--- src/rtl/fp_mul_pipe.sv ---
// rtl/fp_mul_pipe.sv - 3-stage stallable floating-point multiplier with precision mask
module fp_mul_pipe #(
    parameter int EXP_W = 8,
    parameter int MAN_W = 23,
    parameter int BIAS  = 2**(EXP_W-1)-1
) (
    input  logic                   clk,
    input  logic                   rst,
    input  logic                   in_valid,
    output logic                   in_ready,
    input  logic [EXP_W+MAN_W:0]   A,
    input  logic [EXP_W+MAN_W:0]   B,
    input  logic [MAN_W-2:0]       Conf_Bit_Mask,
    output logic                   out_valid,
    input  logic                   out_ready,
    output logic [EXP_W+MAN_W:0]   R,
    output logic                   out_ovf,
    output logic                   out_unf
);
    localparam int W  = 1 + EXP_W + MAN_W;
    localparam int MW = MAN_W + 1;
    localparam int PW = 2 * MAN_W + 2;
    localparam int EW = EXP_W + 2;

    localparam logic signed [EW-1:0]  BIAS_E  = EW'(BIAS);
    localparam logic signed [EW-1:0]  E_MAX   = EW'((2**EXP_W) - 1);
    localparam logic signed [EW-1:0]  ONE_E   = EW'(1);
    localparam logic [EXP_W-1:0]      EXP_SAT = EXP_W'((2**EXP_W) - 2);

    logic                  advance;

    logic                  s1_valid_q, s1_sign_q, s1_zero_q;
    logic signed [EW-1:0]  s1_esum_q;
    logic [MW-1:0]         s1_ma_q, s1_mb_q;

    logic                  s2_valid_q, s2_sign_q, s2_zero_q;
    logic signed [EW-1:0]  s2_esum_q;
    logic [PW-1:0]         s2_prod_q;

    logic                  out_valid_q, ovf_q, unf_q;
    logic [W-1:0]          r_q;

    logic                  s1_sign_d, s1_zero_d;
    logic signed [EW-1:0]  s1_esum_d;
    logic [MW-1:0]         s1_ma_d, s1_mb_d;
    logic [PW-1:0]         s2_prod_d;

    logic                  norm;
    logic [MAN_W-1:0]      frac_n;
    logic signed [EW-1:0]  e_n;
    logic [W-1:0]          r_d;
    logic                  ovf_d, unf_d;

    // The whole pipeline moves together; bubbles are never squeezed out.
    assign advance  = ~out_valid_q | out_ready;
    assign in_ready = advance;

    assign s1_sign_d = A[W-1] ^ B[W-1];
    assign s1_zero_d = (A[W-2:MAN_W] == '0) | (B[W-2:MAN_W] == '0);
    assign s1_esum_d = $signed({2'b00, A[W-2:MAN_W]}) + $signed({2'b00, B[W-2:MAN_W]}) - BIAS_E;
    assign s1_ma_d   = {1'b1, A[MAN_W-1], A[MAN_W-2:0] & Conf_Bit_Mask};
    assign s1_mb_d   = {1'b1, B[MAN_W-1], B[MAN_W-2:0] & Conf_Bit_Mask};

    assign s2_prod_d = PW'(s1_ma_q) * PW'(s1_mb_q);

    assign norm   = s2_prod_q[PW-1];
    assign frac_n = norm ? s2_prod_q[PW-2:MAN_W+1] : s2_prod_q[PW-3:MAN_W];
    assign e_n    = norm ? s2_esum_q + ONE_E : s2_esum_q;

    always_comb begin
        r_d   = {s2_sign_q, e_n[EXP_W-1:0], frac_n};
        ovf_d = 1'b0;
        unf_d = 1'b0;
        if (s2_zero_q) begin
            r_d = {s2_sign_q, {(W-1){1'b0}}};
        end else if (e_n >= E_MAX) begin
            r_d   = {s2_sign_q, EXP_SAT, {MAN_W{1'b1}}};
            ovf_d = 1'b1;
        end else if (e_n[EW-1] || e_n == '0) begin
            r_d   = {s2_sign_q, EXP_W'(1), {MAN_W{1'b0}}};
            unf_d = 1'b1;
        end
    end

    always_ff @(posedge clk or posedge rst) begin
        if (rst) begin
            s1_valid_q  <= 1'b0;
            s1_sign_q   <= 1'b0;
            s1_zero_q   <= 1'b0;
            s1_esum_q   <= '0;
            s1_ma_q     <= '0;
            s1_mb_q     <= '0;
            s2_valid_q  <= 1'b0;
            s2_sign_q   <= 1'b0;
            s2_zero_q   <= 1'b0;
            s2_esum_q   <= '0;
            s2_prod_q   <= '0;
            out_valid_q <= 1'b0;
            r_q         <= '0;
            ovf_q       <= 1'b0;
            unf_q       <= 1'b0;
        end else if (advance) begin
            s1_valid_q  <= in_valid;
            s1_sign_q   <= s1_sign_d;
            s1_zero_q   <= s1_zero_d;
            s1_esum_q   <= s1_esum_d;
            s1_ma_q     <= s1_ma_d;
            s1_mb_q     <= s1_mb_d;
            s2_valid_q  <= s1_valid_q;
            s2_sign_q   <= s1_sign_q;
            s2_zero_q   <= s1_zero_q;
            s2_esum_q   <= s1_esum_q;
            s2_prod_q   <= s2_prod_d;
            // Bubbles leave R and flags cleared so nothing stale looks like a result.
            out_valid_q <= s2_valid_q;
            r_q         <= s2_valid_q ? r_d : '0;
            ovf_q       <= s2_valid_q & ovf_d;
            unf_q       <= s2_valid_q & unf_d;
        end
    end

    assign out_valid = out_valid_q;
    assign R         = r_q;
    assign out_ovf   = ovf_q;
    assign out_unf   = unf_q;
endmodule

--- config.mk ---
export PLATFORM = sky130hd
export DESIGN_NAME = fp_mul_pipe
export DESIGN_NICKNAME = d
export VERILOG_FILES = /design/src/rtl/fp_mul_pipe.sv
export SDC_FILE = /design/constraint.sdc
export NUM_CORES = 2
export LEC_CHECK = 0
export CAP_MARGIN = 20
export CORE_ASPECT_RATIO = 1.4
export CORE_MARGIN = 2
export CORE_UTILIZATION = 45
export DETAILED_ROUTE_END_ITERATION = 10
export SYNTH_ARGS = -nofsm -noshare
export SYNTH_HDL_FRONTEND = slang
export SYNTH_SLANG_ARGS = --single-unit
--- constraint.sdc ---
create_clock -name clk -period 11.2 [get_ports clk]
set_input_delay 1.68 -clock clk [delete_from_list [all_inputs] [get_ports clk]]
set_output_delay 1.68 -clock clk [all_outputs]
set_load 0.01 [all_outputs]
* After elaboration in Yosys (flattened, before gate mapping)
Index checks and enable logic that the tools add are counted.
** Word-level totals
- Register bits after elaboration :: 157
- Latch bits :: 0
- Memory bits (writable) :: 0
- Bits in read-only memories :: 0
- Input bits :: 90
- Output and inout port bits :: 36
- Logic and storage cells :: 43
- Memories kept :: 0
** Cells by class
- Add/sub/neg operators :: 3
- Multipliers :: 1
- Div/mod/pow operators :: 0
- $lt $le $gt $ge :: 1
- Eq/ne operators :: 0
- Shift-type cells :: 0
- Muxes and demuxes :: 11
- Bitwise logic cells :: 8
- Reduce and logical (&&, ||, !) cells :: 4
** Operators with widths (number)
- $mux 31 :: 3
- $mul 24x24->48 :: 1
- $and 22x22->22 :: 2
- $mux 32 :: 1
- $mux 23 :: 1
- $logic_not 8->1 :: 2
- $add 10x2->10 const B :: 1
- $ge 10x9->1 const B :: 1
- $logic_not 10->1 :: 1
- $mux 10 :: 1
- $sub 9x7->10 const B :: 1
- $add 8x8->9 :: 1
- $mux 1 :: 5
- $and 1x1->1 :: 2
- $or 1x1->1 :: 2
- $logic_or 1x1->1 :: 1
- $not 1->1 :: 1
- $xor 1x1->1 :: 1

* Logic depth before layout (Yosys ltp)
- Depth in word-level cells :: 8
- Depth in mapped cells :: 28

* Worst setup path after synthesis
OpenSTA, ideal clock, no wires.
- Kind :: reg2reg
- From :: reg s1_mb_q[3]
- To :: reg s2_prod_q[36]
- Setup time :: 0.069 ns
- Arrival :: 6.650 ns
- Data required time :: 11.131 ns
- Path slack :: 4.481 ns
- Stages on the path, launching flop included :: 28
- Buffers on the path :: 2
- Clock period less this slack :: 6.719 ns
- Cell sequence :: dfrtp_1 clkbuf_1 clkbuf_1 nand2_1 fa_1 inv_1 fa_1 inv_1 fa_1 inv_1 fa_1 inv_1 fa_1 inv_1 fa_1 inv_1 fa_1 inv_1 ha_1 a211oi_1 a211oi_1 o21ai_0 a311oi_1 o21ai_2 a21boi_2 or2_4 or4b_1 nand3_1
** Between the ends
- Word-level cells in the longest chain between the ends :: 1
** RTL lines
- start: declaration :: RTL line 34 : logic [MW-1:0] s1_ma_q, s1_mb_q;
- start signal: assignment :: RTL line 108 : s1_mb_q <= s1_mb_d;
- $mul 24x24->48 :: RTL line 64 : assign s2_prod_d = PW'(s1_ma_q) * PW'(s1_mb_q);
- end signal: assignment :: RTL line 113 : s2_prod_q <= s2_prod_d;
- end: declaration :: RTL line 38 : logic [PW-1:0] s2_prod_q;
No other way between the ends.
A chain may end at the register's enable or synchronous reset.

* Worst setup path after layout
- From :: reg s1_ma_q[16]
- To :: reg s2_prod_q[42]
** Between the ends
- Word-level cells in the longest chain between the ends :: 1
** RTL lines
- start: declaration :: RTL line 34
- start signal: assignment :: RTL line 107 : s1_ma_q <= s1_ma_d;
- $mul 24x24->48 :: RTL line 64
No other way between the ends.

==> results.toml <==
[outcome]
outcome = "completed"

[global_routing]
grt_use_total = 0.248
antenna_found_initial = 0
grt_pass1_vias = 20761
grt_max_degree = 88
gr-total-overflow = 0
grt_pass1_wl_mm = 109

[cells_and_area]
nets = 3529
layout.cells.non_filler = 3505
final_util = 0.502
drive_gt1_frac = 0.0309
syn2layout_area_growth_pct = 10.7
diodes = 0
final_cell_mix = "inv_1, fa_1, nand2_1"
final_common_cell = "inv_1"

[clocking]
cts_setup_buffers = 0
cts_tree = "yes"
cts_buffers = 17
path_clk_slew_ns = 0.06
clock_latency_ns = 0.43
htreeDepth = 4
cts_resized = 0
cts_sinks = 133
cts_buffer_depth = 2
cts_hold_buf = 0
root_buffer = "clkbuf_16"

[route]
vias_per_cell = 5.28
num_vias = 18501
antenna_left = 0
drt_iter0_markers = 944
drc = 0
firstDrtPassIters = 5
routed_wl_mm = 65.9
wl_per_cell_um = 18.8

[synthesis]
syn_nets = 3495
synth_edf_count = 0
synth_flop_cell = "dfrtp_1"
ys_seq_elements = 133
synth_warnings = 0
synth_cell_types = 64
synth_area_um2 = 24500
ys_seq_area_frac = 0.136
syn_avg_cell_area_um2 = 8.94
synth_cells = 2737
async_reset_ff_frac = 1.00

[critical_path]
critPathCaptureType = "register"
required_ns = 11.54
criticalPathCategory = "reg -> reg"
critPathArrivalTime_ns = 7.96
path_max_fanout = 25
r2r-start = "s1_ma_q[16]"
startpoint = "s1_ma_q[16]"
worstSetupStartpointType = "register"
reg2reg_setup_slack_ns = 3.58

[job]
cap_viol_max_count = 0

[placement]
hpwl_mm = 51.2
io_buffer_count = 125
place_inst = 3470
gp_congestion = 0.869
pre_cts_slack_ns = 3.50

[die]
die_width_um = 201
dieArea_um2 = 56300
die_y_um = 280
rows = 101
pin_count = 126
initial_core_util = 0.453
core_um2 = 54000

[timing]
max-slew-margin-rel = 0.218
finalWorstSetupSlack_ns = 3.58
setup_viol = 0
finalCritPeriodShare = 0.680
fin_crit_ns = 7.62
tns_ns = 0
rsz0062_at_grt = "false"
finalMaxSlewViolations = 0
finClkSkew_ns = 0.0141
max_freq_mhz = 131
worst_pin_slew_ns = 1.17
hold_violations = 0

[hold_path]
hold_path.class = "reg -> reg"
min_from = "s2_zero_q"
==> kinds of logic after synthesis <==
group / count (synthesis) / share of synthesized area
fa+ha+maj: 668 / 0.489
buf+inv: 718 / 0.111
xor+xnor: 36 / 0.0129
flops: 133 / 0.136
compound gates: 221 / 0.0549
mux: 26 / 0.0107
simple gates: 935 / 0.185
==> final cells by class <==
type                    instances  area [µm²]
clock inverters                15         245
flip-flops and latches        133        3330
well taps                     721         902
clock buffers                  17         425
inverters                     573        2160
repair buffers                160        1590
multi-input cells            1886       18400
fillers                      5171       26900
==> final timing paths <==
kind                            depth (start not counted)       endpoint
worst max-delay path                                   23  s2_prod_q[42]
worst min-delay path                                    2      s2_zero_q
worst max register to register                         23  s2_prod_q[42]
worst min register to register                          2      s2_zero_q
max in group asynchronous                               3    s1_mb_q[21]
min in group asynchronous                               2      s2_sign_q
==> synth_stat cells (4+ instances only) <==
master / instances / area share
nor3_1: 10 / 0.0020
xor2_1: 14 / 0.0050
a31oi_1: 6 / 0.0015
nor2b_1: 9 / 0.0023
nor4_1: 7 / 0.0018
ha_1: 186 / 0.095
nand3_1: 60 / 0.012
clkbuf_1: 133 / 0.020
and2_1: 282 / 0.072
a21oi_1: 83 / 0.017
o21ai_1: 6 / 0.0012
fa_1: 482 / 0.39
nor2_1: 46 / 0.0071
o21ai_0: 57 / 0.012
nor3b_1: 6 / 0.0018
nand2b_1: 5 / 0.0013
buf_1: 5 / 0.00077
nand2_1: 474 / 0.073
mux2i_1: 25 / 0.010
and3_1: 7 / 0.0018
a221o_1: 4 / 0.0016
nand4_1: 13 / 0.0033
inv_1: 573 / 0.088
a211oi_1: 10 / 0.0031
a21o_1: 23 / 0.0071
dfrtp_1: 133 / 0.14
o211ai_1: 4 / 0.0012
xnor2_1: 22 / 0.0079
==> flip-flops by register name (all words and copies together), names as in the netlist <==
name,count
s1_valid_q,1
s2_prod_q,25
s1_zero_q,1
out_unf,1
out_valid,1
s1_ma_q,24
out_ovf,1
R,32
s2_sign_q,1
s1_mb_q,23
s2_valid_q,1
s2_esum_q,10
s2_zero_q,1
s1_esum_q,10
s1_sign_q,1
==> critical path: stages (launching register included) <==
cell,delay (ns)
dfrtp_1,1.09
nand2_1,0.19
fa_1,0.59
inv_1,0.05
fa_1,0.48
inv_1,0.06
fa_1,0.49
fa_1,0.52
inv_1,0.06
fa_1,0.49
fa_1,0.49
inv_1,0.05
fa_1,0.50
inv_1,0.06
ha_1,0.41
nand4_1,0.19
a211oi_1,0.24
o21ai_0,0.15
a311oi_1,0.41
o21ai_2,0.18
o21ai_0,0.34
a221oi_1,0.15
xor2_1,0.16
a21oi_1,0.15
==> metal layers <==
| metal | up-vias | global-route usage | wire length (µm) |
|---|---|---|---|
| met1 | 9565 | 0.289 | 24500 |
| met4 | 0 | 0.0972 | 2820 |
| met2 | 531 | 0.470 | 36100 |
| met3 | 149 | 0.0177 | 2440 |
| li1 | 8256 | - | - |
| met5 | - | 0 | 0 |
==> stage by stage <==
stage / instance area [µm²] / hold slack, ns
after floorplan: 24500 / 0.430
after global placement: 26300 / 0.453
after detailed placement: 26300 / 0.452
after CTS: 27000 / 0.467
after global routing: 27100 / 0.486
final: 27100 / 0.463
Power is left out: the tool's default activity adds up to more than one toggle a clock period on the data nets, which glitch-free logic cannot reach.
